==> src/rtl/cordic_mult_hs_if.sv <==
// Handshake bundle for cordic_mult_hs: operand channel (in_valid/in_ready/a/b)
// and result channel (out_valid/out_ready/c/ovf).
interface cordic_mult_hs_if #(
    parameter int N = 16
);
    logic         in_valid;
    logic         in_ready;
    logic [N-1:0] a;
    logic [N-1:0] b;
    logic         out_valid;
    logic         out_ready;
    logic [N-1:0] c;
    logic         ovf;

    modport master (
        output in_valid, a, b, out_ready,
        input  in_ready, out_valid, c, ovf
    );

    modport slave (
        input  in_valid, a, b, out_ready,
        output in_ready, out_valid, c, ovf
    );
endinterface

==> src/rtl/cordic_mult_hs.sv <==
// Sequential linear-CORDIC multiplier c = a*b with valid/ready handshakes and saturation.
// Define CORDIC_MULT_HS_ROUND_EN to carry G guard LSBs on y/z and round half up at the end.
module cordic_mult_hs #(
    parameter int N    = 16,
    parameter int ITER = N - 1,
    parameter int G    = 3
) (
    input  logic            clk,
    input  logic            rst,
    cordic_mult_hs_if.slave bus
);
`ifdef CORDIC_MULT_HS_ROUND_EN
    localparam int GB = G;
`else
    // G only matters when guard bits are carried.
    localparam int GB = 0 * G;
`endif
    localparam int XW = N + 1;
    localparam int YW = N + GB;
    localparam int ZW = N + 2 + GB;
    localparam int FW = N + 2;
    localparam int IW = $clog2(ITER + 1);

    localparam logic signed [FW-1:0] SAT_MAX = {3'b000, {(N-1){1'b1}}};
    localparam logic signed [FW-1:0] SAT_MIN = {3'b111, {(N-1){1'b0}}};

    typedef enum logic [1:0] {
        IDLE = 2'd0,
        RUN  = 2'd1,
        DONE = 2'd2
    } state_t;

    state_t                 state_r, state_s;
    logic signed [XW-1:0]   x_r, x_s;
    logic signed [YW-1:0]   y_r, y_s;
    logic signed [ZW-1:0]   z_r, z_s;
    logic        [IW-1:0]   i_r, i_s;
    logic        [N-1:0]    c_r, c_s;
    logic                   ovf_r, ovf_s;
    logic                   out_valid_r, out_valid_s;
    logic                   in_ready_r;
    logic signed [XW-1:0]   step_s;

    // Drops the guard bits (with round half up) so z lands in b's format.
    function automatic logic signed [FW-1:0] finalize(input logic signed [ZW-1:0] z);
`ifdef CORDIC_MULT_HS_ROUND_EN
        logic signed [ZW-1:0] t;
        t = z + (ZW'(1) << (G - 1));
        return t[ZW-1:G];
`else
        return z;
`endif
    endfunction

    // Clamps to the N-bit signed range; MSB of the result is the overflow flag.
    function automatic logic [N:0] saturate(input logic signed [FW-1:0] v);
        if (v > SAT_MAX) begin
            return {1'b1, 1'b0, {(N-1){1'b1}}};
        end else if (v < SAT_MIN) begin
            return {1'b1, 1'b1, {(N-1){1'b0}}};
        end else begin
            return {1'b0, v[N-1:0]};
        end
    endfunction

    // Next-state and datapath: load on accept, one CORDIC step per clock in RUN.
    always_comb begin
        state_s     = state_r;
        x_s         = x_r;
        y_s         = y_r;
        z_s         = z_r;
        i_s         = i_r;
        c_s         = c_r;
        ovf_s       = ovf_r;
        out_valid_s = out_valid_r;
        step_s      = XW'(1) << (N - 1 - int'(i_r));
        case (state_r)
            IDLE: begin
                if (bus.in_valid) begin
                    x_s     = XW'($signed(bus.a));
                    y_s     = YW'($signed(bus.b)) <<< GB;
                    z_s     = '0;
                    i_s     = '0;
                    state_s = RUN;
                end else begin
                    state_s = IDLE;
                end
            end
            RUN: begin
                if (!x_r[XW-1]) begin
                    x_s = x_r - step_s;
                    z_s = z_r + ZW'(y_r);
                end else begin
                    x_s = x_r + step_s;
                    z_s = z_r - ZW'(y_r);
                end
                y_s = y_r >>> 1;
                i_s = i_r + IW'(1);
                // The last step's result is captured straight into the output registers.
                if (i_r == IW'(ITER - 1)) begin
                    {ovf_s, c_s} = saturate(finalize(z_s));
                    out_valid_s  = 1'b1;
                    state_s      = DONE;
                end else begin
                    state_s = RUN;
                end
            end
            DONE: begin
                if (bus.out_ready) begin
                    out_valid_s = 1'b0;
                    state_s     = IDLE;
                end else begin
                    state_s = DONE;
                end
            end
            default: begin
                out_valid_s = 1'b0;
                state_s     = IDLE;
            end
        endcase
    end

    // State, datapath and output registers; rst discards any operation in flight.
    always_ff @(posedge clk or posedge rst) begin
        if (rst) begin
            state_r     <= IDLE;
            x_r         <= '0;
            y_r         <= '0;
            z_r         <= '0;
            i_r         <= '0;
            c_r         <= '0;
            ovf_r       <= 1'b0;
            out_valid_r <= 1'b0;
            in_ready_r  <= 1'b1;
        end else begin
            state_r     <= state_s;
            x_r         <= x_s;
            y_r         <= y_s;
            z_r         <= z_s;
            i_r         <= i_s;
            c_r         <= c_s;
            ovf_r       <= ovf_s;
            out_valid_r <= out_valid_s;
            in_ready_r  <= (state_s == IDLE);
        end
    end

    assign bus.in_ready  = in_ready_r;
    assign bus.out_valid = out_valid_r;
    assign bus.c         = c_r;
    assign bus.ovf       = ovf_r;
endmodule

==> src/flat_wrapper.sv <==
// flat-port wrapper written by rule: the top's interface ports become plain ports
module cordic_mult_hs_flat 
#(
    parameter int N    = 16,
    parameter int ITER = N - 1,
    parameter int G    = 3
)
  (clk, rst, bus_in_valid, bus_a, bus_b, bus_out_ready, bus_in_ready, bus_out_valid, bus_c, bus_ovf);
  cordic_mult_hs_if #(.N(N)) bus_i ();
  input  logic clk;
  input  logic rst;
  input wire logic [$bits(bus_i.in_valid)-1:0] bus_in_valid;
  input wire logic [$bits(bus_i.a)-1:0] bus_a;
  input wire logic [$bits(bus_i.b)-1:0] bus_b;
  input wire logic [$bits(bus_i.out_ready)-1:0] bus_out_ready;
  output wire logic [$bits(bus_i.in_ready)-1:0] bus_in_ready;
  output wire logic [$bits(bus_i.out_valid)-1:0] bus_out_valid;
  output wire logic [$bits(bus_i.c)-1:0] bus_c;
  output wire logic [$bits(bus_i.ovf)-1:0] bus_ovf;
  assign bus_i.in_valid = bus_in_valid;
  assign bus_i.a = bus_a;
  assign bus_i.b = bus_b;
  assign bus_i.out_ready = bus_out_ready;
  assign bus_in_ready = bus_i.in_ready;
  assign bus_out_valid = bus_i.out_valid;
  assign bus_c = bus_i.c;
  assign bus_ovf = bus_i.ovf;
  cordic_mult_hs #(.N(N), .ITER(ITER), .G(G)) u_core (.clk(clk), .rst(rst), .bus(bus_i));
endmodule
==> config.mk <==
export PLATFORM = sky130hd
export DESIGN_NAME = cordic_mult_hs_flat
export DESIGN_NICKNAME = d
export VERILOG_FILES = /design/src/rtl/cordic_mult_hs_if.sv /design/src/rtl/cordic_mult_hs.sv /design/src/flat_wrapper.sv
export SDC_FILE = /design/constraint.sdc
export NUM_CORES = 1
export LEC_CHECK = 0
export CAP_MARGIN = 20
export CORE_UTILIZATION = 40
export CTS_BUF_LIST = sky130_fd_sc_hd__clkbuf_16
export DETAILED_ROUTE_END_ITERATION = 6
export DONT_BUFFER_PORTS = 1
export GPL_ROUTABILITY_DRIVEN = 1
export HOLD_SLACK_MARGIN = 0.03
export MAX_ROUTING_LAYER = met4
export PLACE_DENSITY = 0.52
export SLEW_MARGIN = 30
export SYNTH_ARGS = -nofsm -noshare
export SYNTH_HDL_FRONTEND = slang
export SYNTH_SLANG_ARGS = --single-unit
export TNS_END_PERCENT = 10
==> constraint.sdc <==
create_clock -name clk -period 6.2 [get_ports clk]
set_input_delay 1.24 -clock clk [delete_from_list [all_inputs] [get_ports clk]]
set_output_delay 1.24 -clock clk [all_outputs]
set_load 0.05 [all_outputs]
==> results, run 1 <==
- The routed wirelength normalized by instance count is 18.3 um.
- Using the TritonRoute via totals, the vias-per-cell ratio works out to 5.79.
- The fraction of layout instances using a drive strength above 1 is 10.4%.
- Global routing consumed, over all layers together, 22.3% of the routing resources.
- 0 antenna diodes ended up in the layout.
- The per-instance average area after synthesis is 8.72 sq um.
- Derived from the worst setup path, the maximum achievable clock frequency is 211 MHz.
- The number of hold violations in the final report is 0.
- In this run the cell area of the synthesized design comes to 0.00590 sq mm.
- The area of the die is 0.0153 sq mm.
- The cell chosen for the clock root is sky130_fd_sc_hd__clkbuf_16.
- After synthesis, the cell types taking the most area are sky130_fd_sc_hd__dfrtp_1, sky130_fd_sc_hd__ha_1, sky130_fd_sc_hd__a21oi_1.
- The clock net in this run drives a total of 76 sinks.
- In this run the worst path has a maximum fanout of 28.
- The final clock skew is 0.00661 ns.
- The global placer's final weighted congestion is 0.874.
- The longest clock path from root to sink contains 2 buffers.
- The count of synthesis-stage warnings from yosys is 0.
- The critical path is of the reg -> reg type.
- At the pin with the least slew margin, the transition time is 0.873 ns.
- The first global-routing pass estimated 25100 um of wire.
- The arrival time of data at the critical path endpoint is 5.00 ns.
- Counting the buffers created by CTS gives 9.
- Clock-pin slew was measured on the worst setup and hold paths at 0.07 ns.
- The number of nets still failing antenna checks after routing is 0.
- The leading area contributor after synthesis is sky130_fd_sc_hd__dfrtp_1.
- The post-cts repair resize count is 0.
- The source-to-sink clock delay at the later pin of the worst-skew pair is 0.35 ns.
- The die is 123 um wide.
- The clock tree from TritonCTS is done.
- The share of the yosys chip area belonging to registers is 32.2%.
- In this run, synthesis inferred 0 flip-flops with an integrated enable.
- The area of the core is 0.0145 sq mm.
- The detailed-routing iteration count for the pre-antenna-repair pass is 5.
- The half-perimeter wire length after placement is 10900 um.
- Detailed routing inserted a total of 4866 vias.
- In this run the critical register-to-register path is launched from u_core.i_r[3]$_DFFE_PP0P_.
- STA classifies the critical path startpoint as a flip-flop.
- Synthesis produced a netlist with a net count of 756.
- The worst max-slew margin expressed relative to the limit is 41.8%.
- Buffers added to address setup during post-CTS repair amount to 0.
- The DRC violation total after the first TritonRoute iteration is 237.
- The origin of the worst min-delay path is u_core.z_r[15]$_DFFE_PP0P_.
- STA classifies the critical path endpoint as a flip-flop.
- The number of flip-flops and latches in the synthesized netlist is 76.
- The number of antenna violations at the first check in global routing is 0.
- Compared with the post-synthesis result, the final layout area differs by 6.99%.
- Setup repair after global routing left no endpoint under its margin.
- After the last flow step, the layout net total stands at 731.
- The flow ran to the end, and the final reports show no timing, DRC or antenna violations.
- The die is 123 um tall.
- In the routed design, unresolved DRC markers number 0.
- The number of hold-repair buffers added at the cts stage is 0.
- The launch point of the critical path is u_core.i_r[3]$_DFFE_PP0P_.
- The most common cell in the synthesized netlist is sky130_fd_sc_hd__dfrtp_1.
- Max-cap violations in this run came to 0.
- The tightest min-delay check is of the reg -> reg type.
- The total congestion overflow is 0.
- Setup violations remaining at the end of the flow were counted as 0.
- The final critical delay including setup and external delays is 4.74 ns.
- In the synthesized netlist the async set-or-reset flop fraction comes to 100%.
- STA puts the critical path data required time at 6.46 ns.
- In the synthesized netlist the dominant register cell turns out to be sky130_fd_sc_hd__dfrtp_1.
- Entering global routing, the biggest net connects 77 pins.
- The quantity of I/O buffers inserted on ports is 0.
- Sorting the synthesized cells by how often they occur yields sky130_fd_sc_hd__dfrtp_1, sky130_fd_sc_hd__a21oi_1, sky130_fd_sc_hd__nor2_1, sky130_fd_sc_hd__nand2_1, sky130_fd_sc_hd__o21ai_0.
- The number of rows in the core area is 44.
- The starting density of the core is 40.8%.
- For this design the top-level I/O count stands at 55.
- The number of global-route vias before repair is 4898.
- Synthesis instantiated 80 different standard cells from the library.
- The synthesized instance count is 677.
- The area fraction of the dominant cell type after synthesis is 31.8%.
- The aggregate negative setup slack is 0 ns.
- After detailed routing, the total wire length is 15400 um.
- The number of H-tree levels is 3.
- The fraction of the cycle the final worst path needs is 76.4%.
- The total count of max-transition violations in the final report was 0.
## cells by family after synthesis
family | Yosys count | synth area share (%)
muxes | 6 | 1.08
adders and majority gates | 43 | 9.37
AOI/OAI and AO/OA | 239 | 28.1
xor gates and xnor gates | 47 | 7.10
and+or+nand+nor | 198 | 16.9
DFF | 76 | 32.2
buffers and inverters | 68 | 5.21
## worst paths after layout
kind	end	slack, ns	cells past startpoint
hold reg to reg	u_core.z_r[15]$_DFFE_PP0P_	0.50	2
min in group asynchronous	u_core.bus.c[15]$_DFFE_PP0P_	0.96	2
hold / removal	u_core.z_r[15]$_DFFE_PP0P_	0.50	2
setup reg to reg	u_core.x_r[15]$_DFFE_PP0P_	1.46	14
max in group asynchronous	u_core.x_r[10]$_DFFE_PP0P_	4.76	2
setup / recovery	u_core.x_r[15]$_DFFE_PP0P_	1.46	14
## critical path, stage by stage, from the launching register on
cell and delay (ns):
sky130_fd_sc_hd__dfrtp_1 0.87, sky130_fd_sc_hd__and3_2 0.37, sky130_fd_sc_hd__inv_1 0.05, sky130_fd_sc_hd__ha_1 0.27, sky130_fd_sc_hd__mux2_2 0.29, sky130_fd_sc_hd__ha_1 0.27
sky130_fd_sc_hd__a21o_1 0.17, sky130_fd_sc_hd__a21oi_1 0.22, sky130_fd_sc_hd__o21bai_1 0.12, sky130_fd_sc_hd__a2111oi_1 0.75, sky130_fd_sc_hd__nor4_1 0.16, sky130_fd_sc_hd__o32a_1 0.42
sky130_fd_sc_hd__a2111oi_0 0.43, sky130_fd_sc_hd__a31oi_1 0.07, sky130_fd_sc_hd__o211ai_1 0.18
## metal layers
metal / vias up / part of all wire [%] / track usage (%)
met2: 102 / 50 / 37.7
met4: 0 / 3.1 / 10.5
li1: 2420 / - / -
met3: 30 / 3.5 / 4.70
met1: 2314 / 44 / 25.2
met5: - / 0 / -
## layout by cell type, fill, tap and decap left out, types with 3 or more instances in the layout
master / netlist / layout
sky130_fd_sc_hd__dfrtp_1: 75 / 75
sky130_fd_sc_hd__a21oi_1: 71 / 71
sky130_fd_sc_hd__nor2_1: 59 / 58
sky130_fd_sc_hd__nand2_1: 57 / 57
sky130_fd_sc_hd__o21ai_0: 43 / 43
sky130_fd_sc_hd__ha_1: 41 / 41
sky130_fd_sc_hd__xnor2_1: 34 / 34
sky130_fd_sc_hd__inv_1: 23 / 22
sky130_fd_sc_hd__nor2b_1: 20 / 18
sky130_fd_sc_hd__nor3_1: 15 / 15
sky130_fd_sc_hd__a22oi_1: 15 / 15
sky130_fd_sc_hd__a22o_1: 14 / 14
sky130_fd_sc_hd__xor2_1: 12 / 12
sky130_fd_sc_hd__a221o_1: 10 / 10
sky130_fd_sc_hd__a31oi_1: 9 / 9
sky130_fd_sc_hd__clkbuf_16: 0 / 9
sky130_fd_sc_hd__nand2b_1: 8 / 8
sky130_fd_sc_hd__o21a_1: 8 / 8
sky130_fd_sc_hd__a21o_1: 8 / 8
sky130_fd_sc_hd__o22a_1: 8 / 8
sky130_fd_sc_hd__nand3_1: 7 / 7
sky130_fd_sc_hd__o22ai_1: 7 / 7
sky130_fd_sc_hd__buf_4: 1 / 7
sky130_fd_sc_hd__and3_1: 6 / 6
sky130_fd_sc_hd__a221o_2: 5 / 5
sky130_fd_sc_hd__or3_1: 4 / 4
sky130_fd_sc_hd__o21bai_1: 4 / 4
sky130_fd_sc_hd__mux2_2: 3 / 3
sky130_fd_sc_hd__o211ai_1: 3 / 3
sky130_fd_sc_hd__mux2i_1: 3 / 3
sky130_fd_sc_hd__a211oi_1: 3 / 3
sky130_fd_sc_hd__or2_2: 3 / 3
## cell type report
type                       instances  area, sq um
clock inverter                     7         97.6
sequential                        76         1900
clock buffer                       9          225
inverter                          24         91.3
timing repair buffer               8         63.8
tap                              184          230
multi-input combinational        533         3710
fill                            1411         8160
## state kept, by name, summed over array words and instances (netlist names)
signal	count
u_core.bus.ovf	1
u_core.bus.out_valid	1
u_core.i_r	4
u_core.bus.in_ready	1
u_core.y_r	16
u_core.state_r	2
u_core.z_r	18
u_core.x_r	17
u_core.bus.c	16
## per-stage QoR
stage	instances	worst slack, ns	hold slack [ns]	instance area, sq um	utilization, %
6_report	841	1.46	0.496	6320	43.6
2_1_floorplan	677	1.88	0.456	5900	-
3_5_place_dp	825	1.52	0.488	5990	41.4
5_1_grt	841	1.06	0.529	6320	43.6
3_3_place_gp	825	1.55	0.477	5990	41.3
4_1_cts	841	1.50	0.504	6310	43.6
Power of run 1 is not shown: default switching activity piles up to over one toggle a cycle in this logic, so the estimate is an artifact.
==> inputs of run 2 (changes only) <==
Clock period 6.2 ns to 4.4 ns, I/O delays scaled along.
==> run 2 against run 1 <==
  * Clock-buffer cell count stayed put
  * First-iteration DRC count is 1.7% lower
  * Critical path depth is 1 lower
  * Non-clock buffer count is 14 higher
  * Core utilization is 0.71 points higher
  * Global-route usage is 0.21 points lower
  * Worst hold slack worse by 0.026 ns
  * Worst setup slack worse by 1.2 ns
==> results, run 2 (synthesis results as in run 1) <==
- The total congestion overflow is 0 (unchanged).
- The number of global-route vias before repair is 4941 (+0.88%).
- The number of hold-repair buffers added at the cts stage is 0 (unchanged).
- The top fanout value on the critical path came to 6 (-79%).
- The area of the die is 0.0153 sq mm (unchanged).
- The final setup violation count is 0 (unchanged).
- The worst flop-to-flop path endpoint is u_core.bus.c[13]$_DFFE_PP0P_.
- The required time reported for the critical path endpoint is 4.64 ns (-1.82 ns).
- The number of antenna violations at the first check in global routing is 0 (unchanged).
- The via density per instance is 5.78 (about the same).
- The detailed-routing iteration count for the pre-antenna-repair pass is 5 (unchanged).
- The number of antenna repair diodes came to 0 (unchanged).
- The number of H-tree levels is 3 (unchanged).
- The flow ran to the end, and the final reports show no timing, DRC or antenna violations.
- The number of nets in the final layout is 746 (+2.1%).
- The final critical delay including setup and external delays is 4.13 ns (-0.606 ns).
- The largest registers in the layout are u_core.z_r (18), u_core.x_r (17).
- The DRC violation total after the first TritonRoute iteration is 233 (-1.7%).
- The half-perimeter wire length after placement was 11000 um (+0.31%).
- The routed wirelength normalized by instance count came to 18.0 um (-1.8%).
- The number of hold violations in the final report came to 0 (unchanged).
- The top cell types in the final layout, fill and taps aside, are sky130_fd_sc_hd__dfrtp_1, sky130_fd_sc_hd__a21oi_1, sky130_fd_sc_hd__nor2_1.
- The register bank with the most flops is u_core.z_r.
- The clock slew seen by the registers of the worst setup and hold paths is 0.07 ns (about the same).
- The cell chosen for the clock root is sky130_fd_sc_hd__clkbuf_16.
- The startpoint of the worst-slack reg-to-reg timing path is u_core.y_r[5]$_DFFE_PP0P_.
- The starting density of the core is 40.8% (unchanged).
- From synthesis to final layout, the design area changed by 8.73%.
- The most critical setup path has its startpoint at u_core.y_r[5]$_DFFE_PP0P_.
- The worst setup path is launched from a flip-flop.
- The area of the core was 0.0145 sq mm (unchanged).
- The source-to-sink clock delay at the later pin of the worst-skew pair is 0.35 ns (about the same).
- The fraction of the cycle the final worst path needs is 93.9% (+17 points).
- The horizontal die dimension came to 123 um (unchanged).
- By startpoint and endpoint, the worst setup path is classified as reg -> reg.
- The total vias in the final route is 4949 (+1.7%).
- The aggregate negative setup slack came to 0 ns (unchanged).
- The class of the most critical hold timing path is in -> async.
- The final clock skew came to 0.00503 ns (-0.00158 ns).
- The peak clock frequency supported by timing is 242 MHz (+15%).
- The slack of the worst reg-to-reg path came to 0.27 ns (-1.19 ns).
- The worst max-slew margin expressed relative to the limit is 58.2% (+16 points).
- The depth of the worst register-to-register path is 13 (-1).
- The total global-route track usage was 22.1% (-0.21 points).
- STA classifies the critical path endpoint as a flip-flop.
- The fraction of layout instances using a drive strength above 1 is 13.1% (+2.7 points).
- The global placer's final weighted congestion came to 0.904 (+3.4%).
- The number of flip-flops in the largest register is 18 (unchanged).
- The maximum number of pins on one net before global-route repair was 47 (-39%).
- The worst-case clock buffer depth is 2 (unchanged).
- The clock tree from TritonCTS is done.
- The vertical extent of the die is 123 um (unchanged).
- The most common cell after layout, fill and taps aside is sky130_fd_sc_hd__dfrtp_1.
- The number of top-level design ports is 55 (unchanged).
- The arrival time of data at the critical path endpoint came to 4.37 ns (-0.63 ns).
- The total CTS buffers is 9 (unchanged).
- The number of nets still failing antenna checks after routing was 0 (unchanged).
- The total count of max-transition violations in the final report was 0 (unchanged).
- The number of rows in the core area is 44 (unchanged).
- The post-place setup slack is 0.218 ns (-1.31 ns).
- The total length of routed wires is 15400 um (about the same).
- The wire length of the first global-routing pass is 25000 um (-0.30%).
- The total number of clock tree sinks is 76 (unchanged).
- Setup repair after global routing left no endpoint under its margin.
- The slew at the pin closest to its max-slew limit came to 0.627 ns (-0.246 ns).
- The detailed-route DRC error count is 0 (unchanged).
- The max capacitance violation total is 0 (unchanged).
- The quantity of I/O buffers inserted on ports was 0 (unchanged).
- The worst setup margin was 0.267 ns (-1.19 ns).
## run 2: cell types whose count changed in the layout (fill, tap and decap cells not counted), moves of 2 or more
| cell | change |
|---|---|
| sky130_fd_sc_hd__a2111oi_2 | +2 |
| sky130_fd_sc_hd__nor3_2 | +2 |
| sky130_fd_sc_hd__nor3_1 | -2 |
| sky130_fd_sc_hd__buf_4 | +15 |
| sky130_fd_sc_hd__clkinv_2 | -2 |
| sky130_fd_sc_hd__bufinv_16 | -2 |
| sky130_fd_sc_hd__clkinv_4 | +2 |
## run 2: worst max-delay path: stages (launching register included)
cell	delay, ns
sky130_fd_sc_hd__dfrtp_1	0.43
sky130_fd_sc_hd__or4_4	0.60
sky130_fd_sc_hd__o21ai_0	0.28
sky130_fd_sc_hd__xor2_1	0.20
sky130_fd_sc_hd__ha_1	0.28
sky130_fd_sc_hd__o21a_1	0.13
sky130_fd_sc_hd__o21ai_0	0.24
sky130_fd_sc_hd__a211oi_1	0.11
sky130_fd_sc_hd__or3_1	0.45
sky130_fd_sc_hd__a41oi_2	0.26
sky130_fd_sc_hd__xor2_2	0.28
sky130_fd_sc_hd__o22ai_2	0.18
sky130_fd_sc_hd__nor2b_4	0.19
sky130_fd_sc_hd__a221o_2	0.38
## run 2: stage by stage
| stage | util [%] | cell area (sq um) | cells | hold slack [ns] |
|---|---|---|---|---|
| 2_1_floorplan | - | 5900 | 677 | 0.456 |
| 3_3_place_gp | 42.1 | 6090 | 839 | 0.479 |
| 3_5_place_dp | 42.1 | 6090 | 839 | 0.486 |
| 4_1_cts | 44.0 | 6380 | 855 | 0.500 |
| 5_1_grt | 44.3 | 6420 | 856 | 0.523 |
| 6_report | 44.3 | 6420 | 856 | 0.471 |
## run 2: final cells by class
| type | instances | area (sq um) |
|---|---|---|
| flip-flops and latches | 76 | 1900 |
| well taps | 184 | 230 |
| repair buffers | 22 | 165 |
| clock buffers | 9 | 225 |
| fillers | 1392 | 8060 |
| multi-input cells | 534 | 3740 |
| clock inverters | 7 | 60.1 |
| inverters | 24 | 92.6 |
## run 2: how the worst max path moves through the flow
stage / slack (ns) / end / cells after the start
final: 0.27 / u_core.bus.c[13]$_DFFE_PP0P_ / 13
after global placement: 0.25 / u_core.bus.c[4]$_DFFE_PP0P_ / 14
after floorplan: 0.08 / u_core.bus.c[11]$_DFFE_PP0P_ / 16
after CTS: 0.20 / u_core.bus.c[9]$_DFFE_PP0P_ / 14
after detailed placement: 0.22 / u_core.bus.c[9]$_DFFE_PP0P_ / 14
after global routing: 0.07 / u_core.bus.c[12]$_DFFE_PP0P_ / 13
## run 2: timing repair
action / CTS / global route
resized for setup: 0 / 7
buffers inserted: 0 / 0
endpoints found under the setup margin: 0 / 18
## run 2: metal layers
metal / vias up / track usage, % / share of wire [%]
met4: 0 / 6.33 / 1.4
met3: 16 / 5.03 / 3.7
met5: - / - / 0
li1: 2440 / - / -
met2: 99 / 39.1 / 51
met1: 2394 / 24.8 / 44
Power of run 2 is left out for the same reason.
==> inputs of run 3 (changes only) <==
--- a/config.mk
+++ b/config.mk
@@ -13,2 +13,3 @@
 export GPL_ROUTABILITY_DRIVEN = 1
+export GPL_TIMING_DRIVEN = 0
 export HOLD_SLACK_MARGIN = 0.03
==> constraint.sdc (replaced) <==
create_clock -name clk -period 4.4 [get_ports clk]
set_input_delay 0 -clock clk [delete_from_list [all_inputs] [get_ports clk]]
set_output_delay 0 -clock clk [all_outputs]
set_load 0.05 [all_outputs]
==> run 3 against run 2 <==
  * Clock skew rose by 0.0017 ns
  * Cell area rose by 8.9%
  * Register-to-register slack got worse by 0.08 ns
  * Critical path depth rose by 3
  * Die area did not move
  * Global-route usage rose by 2.6 points
  * Sequential share of layout area fell by 2.4 points
  * Sequential cell count did not move
  * Critical path type unchanged
  * Routed wire length rose by 14%
  * First-iteration DRC count fell by 2.1%
  * Core utilization rose by 4.0 points
==> results, run 3 (synthesis results as in run 1) <==
- The top fanout value on the critical path was 10 (+4).
- The number of global-route vias before repair is 5341 (+8.1%).
- The peak clock frequency supported by timing is 237 MHz (-1.9%).
- The fraction of layout instances using a drive strength above 1 is 12.4% (-0.70 points).
- The total count of max-transition violations in the final report was 0 (unchanged).
- The kind of end point of the critical path is a flip-flop.
- The most crowded layer after global routing is met2.
- The routed wirelength normalized by instance count is 19.1 um (+6.0%).
- The final clock skew is 0.00673 ns (+0.00170 ns).
- The post-place setup slack came to -0.773 ns (-0.991 ns).
- The register bank with the most flops is u_core.z_r.
- The slew at the pin closest to its max-slew limit is 0.766 ns (+0.140 ns).
- The wire length of the first global-routing pass is 27500 um (+10%).
- The fraction of the cycle the final worst path needs was 95.8% (+1.8 points).
- The vertical extent of the die came to 123 um (unchanged).
- The required time reported for the critical path endpoint came to 4.65 ns (about the same).
- The total vias in the final route was 5288 (+6.8%).
- TritonCTS built the clock tree.
- From synthesis to final layout, the design area changed by 18.4%.
- The global placer's final weighted congestion is 0.921 (+2.0%).
- The starting density of the core is 40.8% (unchanged).
- STA classifies the critical path startpoint as a flip-flop.
- The worst max-slew margin expressed relative to the limit came to 48.9% (-9.3 points).
- The arrival time of data at the critical path endpoint is 4.46 ns (+0.09 ns).
- The final setup violation count is 0 (unchanged).
- In this run the clock root is driven by a sky130_fd_sc_hd__clkbuf_16.
- The source-to-sink clock delay at the later pin of the worst-skew pair is 0.35 ns (about the same).
- The final hold slack is 0.121 ns (-0.350 ns).
- The met2 track demand over resource came to 44.5% (+5.4 points).
- The largest registers in the layout are u_core.z_r (18), u_core.x_r (17).
- The total global-route track usage is 24.7% (+2.6 points).
- The critical path is of the reg -> reg type.
- The DRC violation total after the first TritonRoute iteration is 228 (-2.1%).
- Setup repair after global routing could not meet its margin everywhere.
- The quantity of I/O buffers inserted on ports is 0 (unchanged).
- The met1 layer usage reported by global route is 27.0% (+2.2 points).
- The flow ran to the end, and the final reports show no timing, DRC or antenna violations.
- The total length of routed wires is 17500 um (+14%).
- The number of flip-flops in the largest register was 18 (unchanged).
- The number of rows in the core area came to 44 (unchanged).
- The depth of the worst register-to-register path came to 16 (+3).
- The worst flop-to-flop path endpoint is u_core.x_r[16]$_DFFE_PP0P_.
- The clock slew seen by the registers of the worst setup and hold paths is 0.07 ns (about the same).
- The area of the core was 0.0145 sq mm (unchanged).
- The slack of the worst reg-to-reg path was 0.19 ns (-0.08 ns).
- The number of nets in the final layout came to 808 (+8.3%).
- The number of hold violations in the final report was 0 (unchanged).
- In this run the worst setup path begins at u_core.i_r[0]$_DFFE_PP0P_.
- The cell area after placement is 0.00617 sq mm (+1.3%).
- The final standard cell area without fillers is 0.00699 sq mm (+8.9%).
- The number of H-tree levels came to 3 (unchanged).
- The total congestion overflow was 0 (unchanged).
- The library cell used most frequently in the layout, excluding fill and tap cells, is sky130_fd_sc_hd__dfrtp_1.
- The via density per instance was 5.75 (-0.47%).
- The max capacitance violation total was 0 (unchanged).
- The worst register-to-register path begins at u_core.i_r[0]$_DFFE_PP0P_.
- The final critical delay including setup and external delays came to 4.21 ns (+0.0802 ns).
- The worst setup margin was 0.186 ns (-0.0802 ns).
- The half-perimeter wire length after placement is 12800 um (+17%).
- The worst hold path belongs to the class in -> async.
- The met3 capacity usage during global routing is 4.20% (-0.83 points).
- The number of top-level design ports came to 55 (unchanged).
- The detailed-routing iteration count for the pre-antenna-repair pass is 4 (-1).
- The worst-case clock buffer depth is 2 (unchanged).
- The detailed-route DRC error count is 0 (unchanged).
- The total CTS buffers was 9 (unchanged).
- The horizontal die dimension came to 123 um (unchanged).
- The total number of clock tree sinks was 76 (unchanged).
- The maximum number of pins on one net before global-route repair is 47 (unchanged).
- The library cells used most frequently in the layout, excluding fill and tap cells, are sky130_fd_sc_hd__dfrtp_1, sky130_fd_sc_hd__a21oi_1, sky130_fd_sc_hd__nor2_1.
- The number of antenna violations at the first check in global routing is 1 (+1).
- The number of nets still failing antenna checks after routing is 0 (unchanged).
- The area of the die came to 0.0153 sq mm (unchanged).
## run 3: changes by cell type in the layout (fill, tap and decap cells not counted), moves of 3 or more
cell / change
sky130_fd_sc_hd__buf_6: +4
sky130_fd_sc_hd__dfrtp_2: +3
sky130_fd_sc_hd__dlygate4sd3_1: +41
sky130_fd_sc_hd__dfrtp_1: -3
sky130_fd_sc_hd__clkbuf_2: +3
sky130_fd_sc_hd__buf_2: +3
sky130_fd_sc_hd__clkbuf_1: +23
sky130_fd_sc_hd__buf_4: -16
## run 3: per-stage QoR
step	cells	setup TNS, ns	util [%]
2_1_floorplan	677	0	-
3_3_place_gp	861	-9.50	42.4
3_5_place_dp	862	-10.63	42.6
4_1_cts	917	0	47.9
5_1_grt	919	-0.0292	48.3
6_report	919	0	48.3
## run 3: worst max path at each step
stage,to,slack (ns),depth (start not counted)
finish,u_core.x_r[16]$_DFFE_PP0P_,0.19,16
global route,u_core.x_r[16]$_DFFE_PP0P_,-0.03,16
CTS,u_core.x_r[15]$_DFFE_PP0P_,0.001,16
detailed placement,u_core.x_r[15]$_DFFE_PP0P_,-0.77,16
global placement,u_core.x_r[15]$_DFFE_PP0P_,-0.83,16
floorplan,u_core.bus.c[11]$_DFFE_PP0P_,0.08,16
## run 3: critical path: stages, from the launching register on
cell	delay, ns
sky130_fd_sc_hd__dfrtp_1	0.44
sky130_fd_sc_hd__inv_1	0.15
sky130_fd_sc_hd__ha_4	0.23
sky130_fd_sc_hd__and3_2	0.26
sky130_fd_sc_hd__inv_1	0.06
sky130_fd_sc_hd__ha_1	0.27
sky130_fd_sc_hd__mux2_2	0.29
sky130_fd_sc_hd__fa_1	0.44
sky130_fd_sc_hd__a21o_1	0.18
sky130_fd_sc_hd__a21oi_1	0.23
sky130_fd_sc_hd__nor2b_1	0.08
sky130_fd_sc_hd__o21a_1	0.22
sky130_fd_sc_hd__o41ai_4	0.37
sky130_fd_sc_hd__o311ai_0	0.26
sky130_fd_sc_hd__a31oi_1	0.27
sky130_fd_sc_hd__xnor2_1	0.10
sky130_fd_sc_hd__a221oi_1	0.26
## run 3: cell type report
| class | instances | area [sq um] |
|---|---|---|
| diodes | 1 | 2.50 |
| plain buffers | 38 | 198 |
| clock buffers | 9 | 225 |
| clock inverters | 7 | 60.1 |
| fillers | 1381 | 7490 |
| inverters | 24 | 96.3 |
| multi-input cells | 533 | 3800 |
| flip-flops and latches | 76 | 1910 |
| well taps | 184 | 230 |
| repair buffers | 47 | 475 |
## run 3: per-layer routing
metal  wire length [um]  vias to the layer above
li1                   -                     2563
met1               7360                     2582
met2               9080                      117
met3                621                       26
met4                473                        0
met5                  0                        -
## run 3: repair_timing
| item | CTS | global route |
|---|---|---|
| pin swaps | 3 | 5 |
| gates cloned | 0 | 0 |
| setup endpoints to repair | 28 | 15 |
| hold endpoints to repair | 112 | 0 |
| buffers inserted | 4 | 1 |
| hold buffers | 41 | 0 |
| resized for setup | 19 | 13 |
Power of run 3 is left out for the same reason.
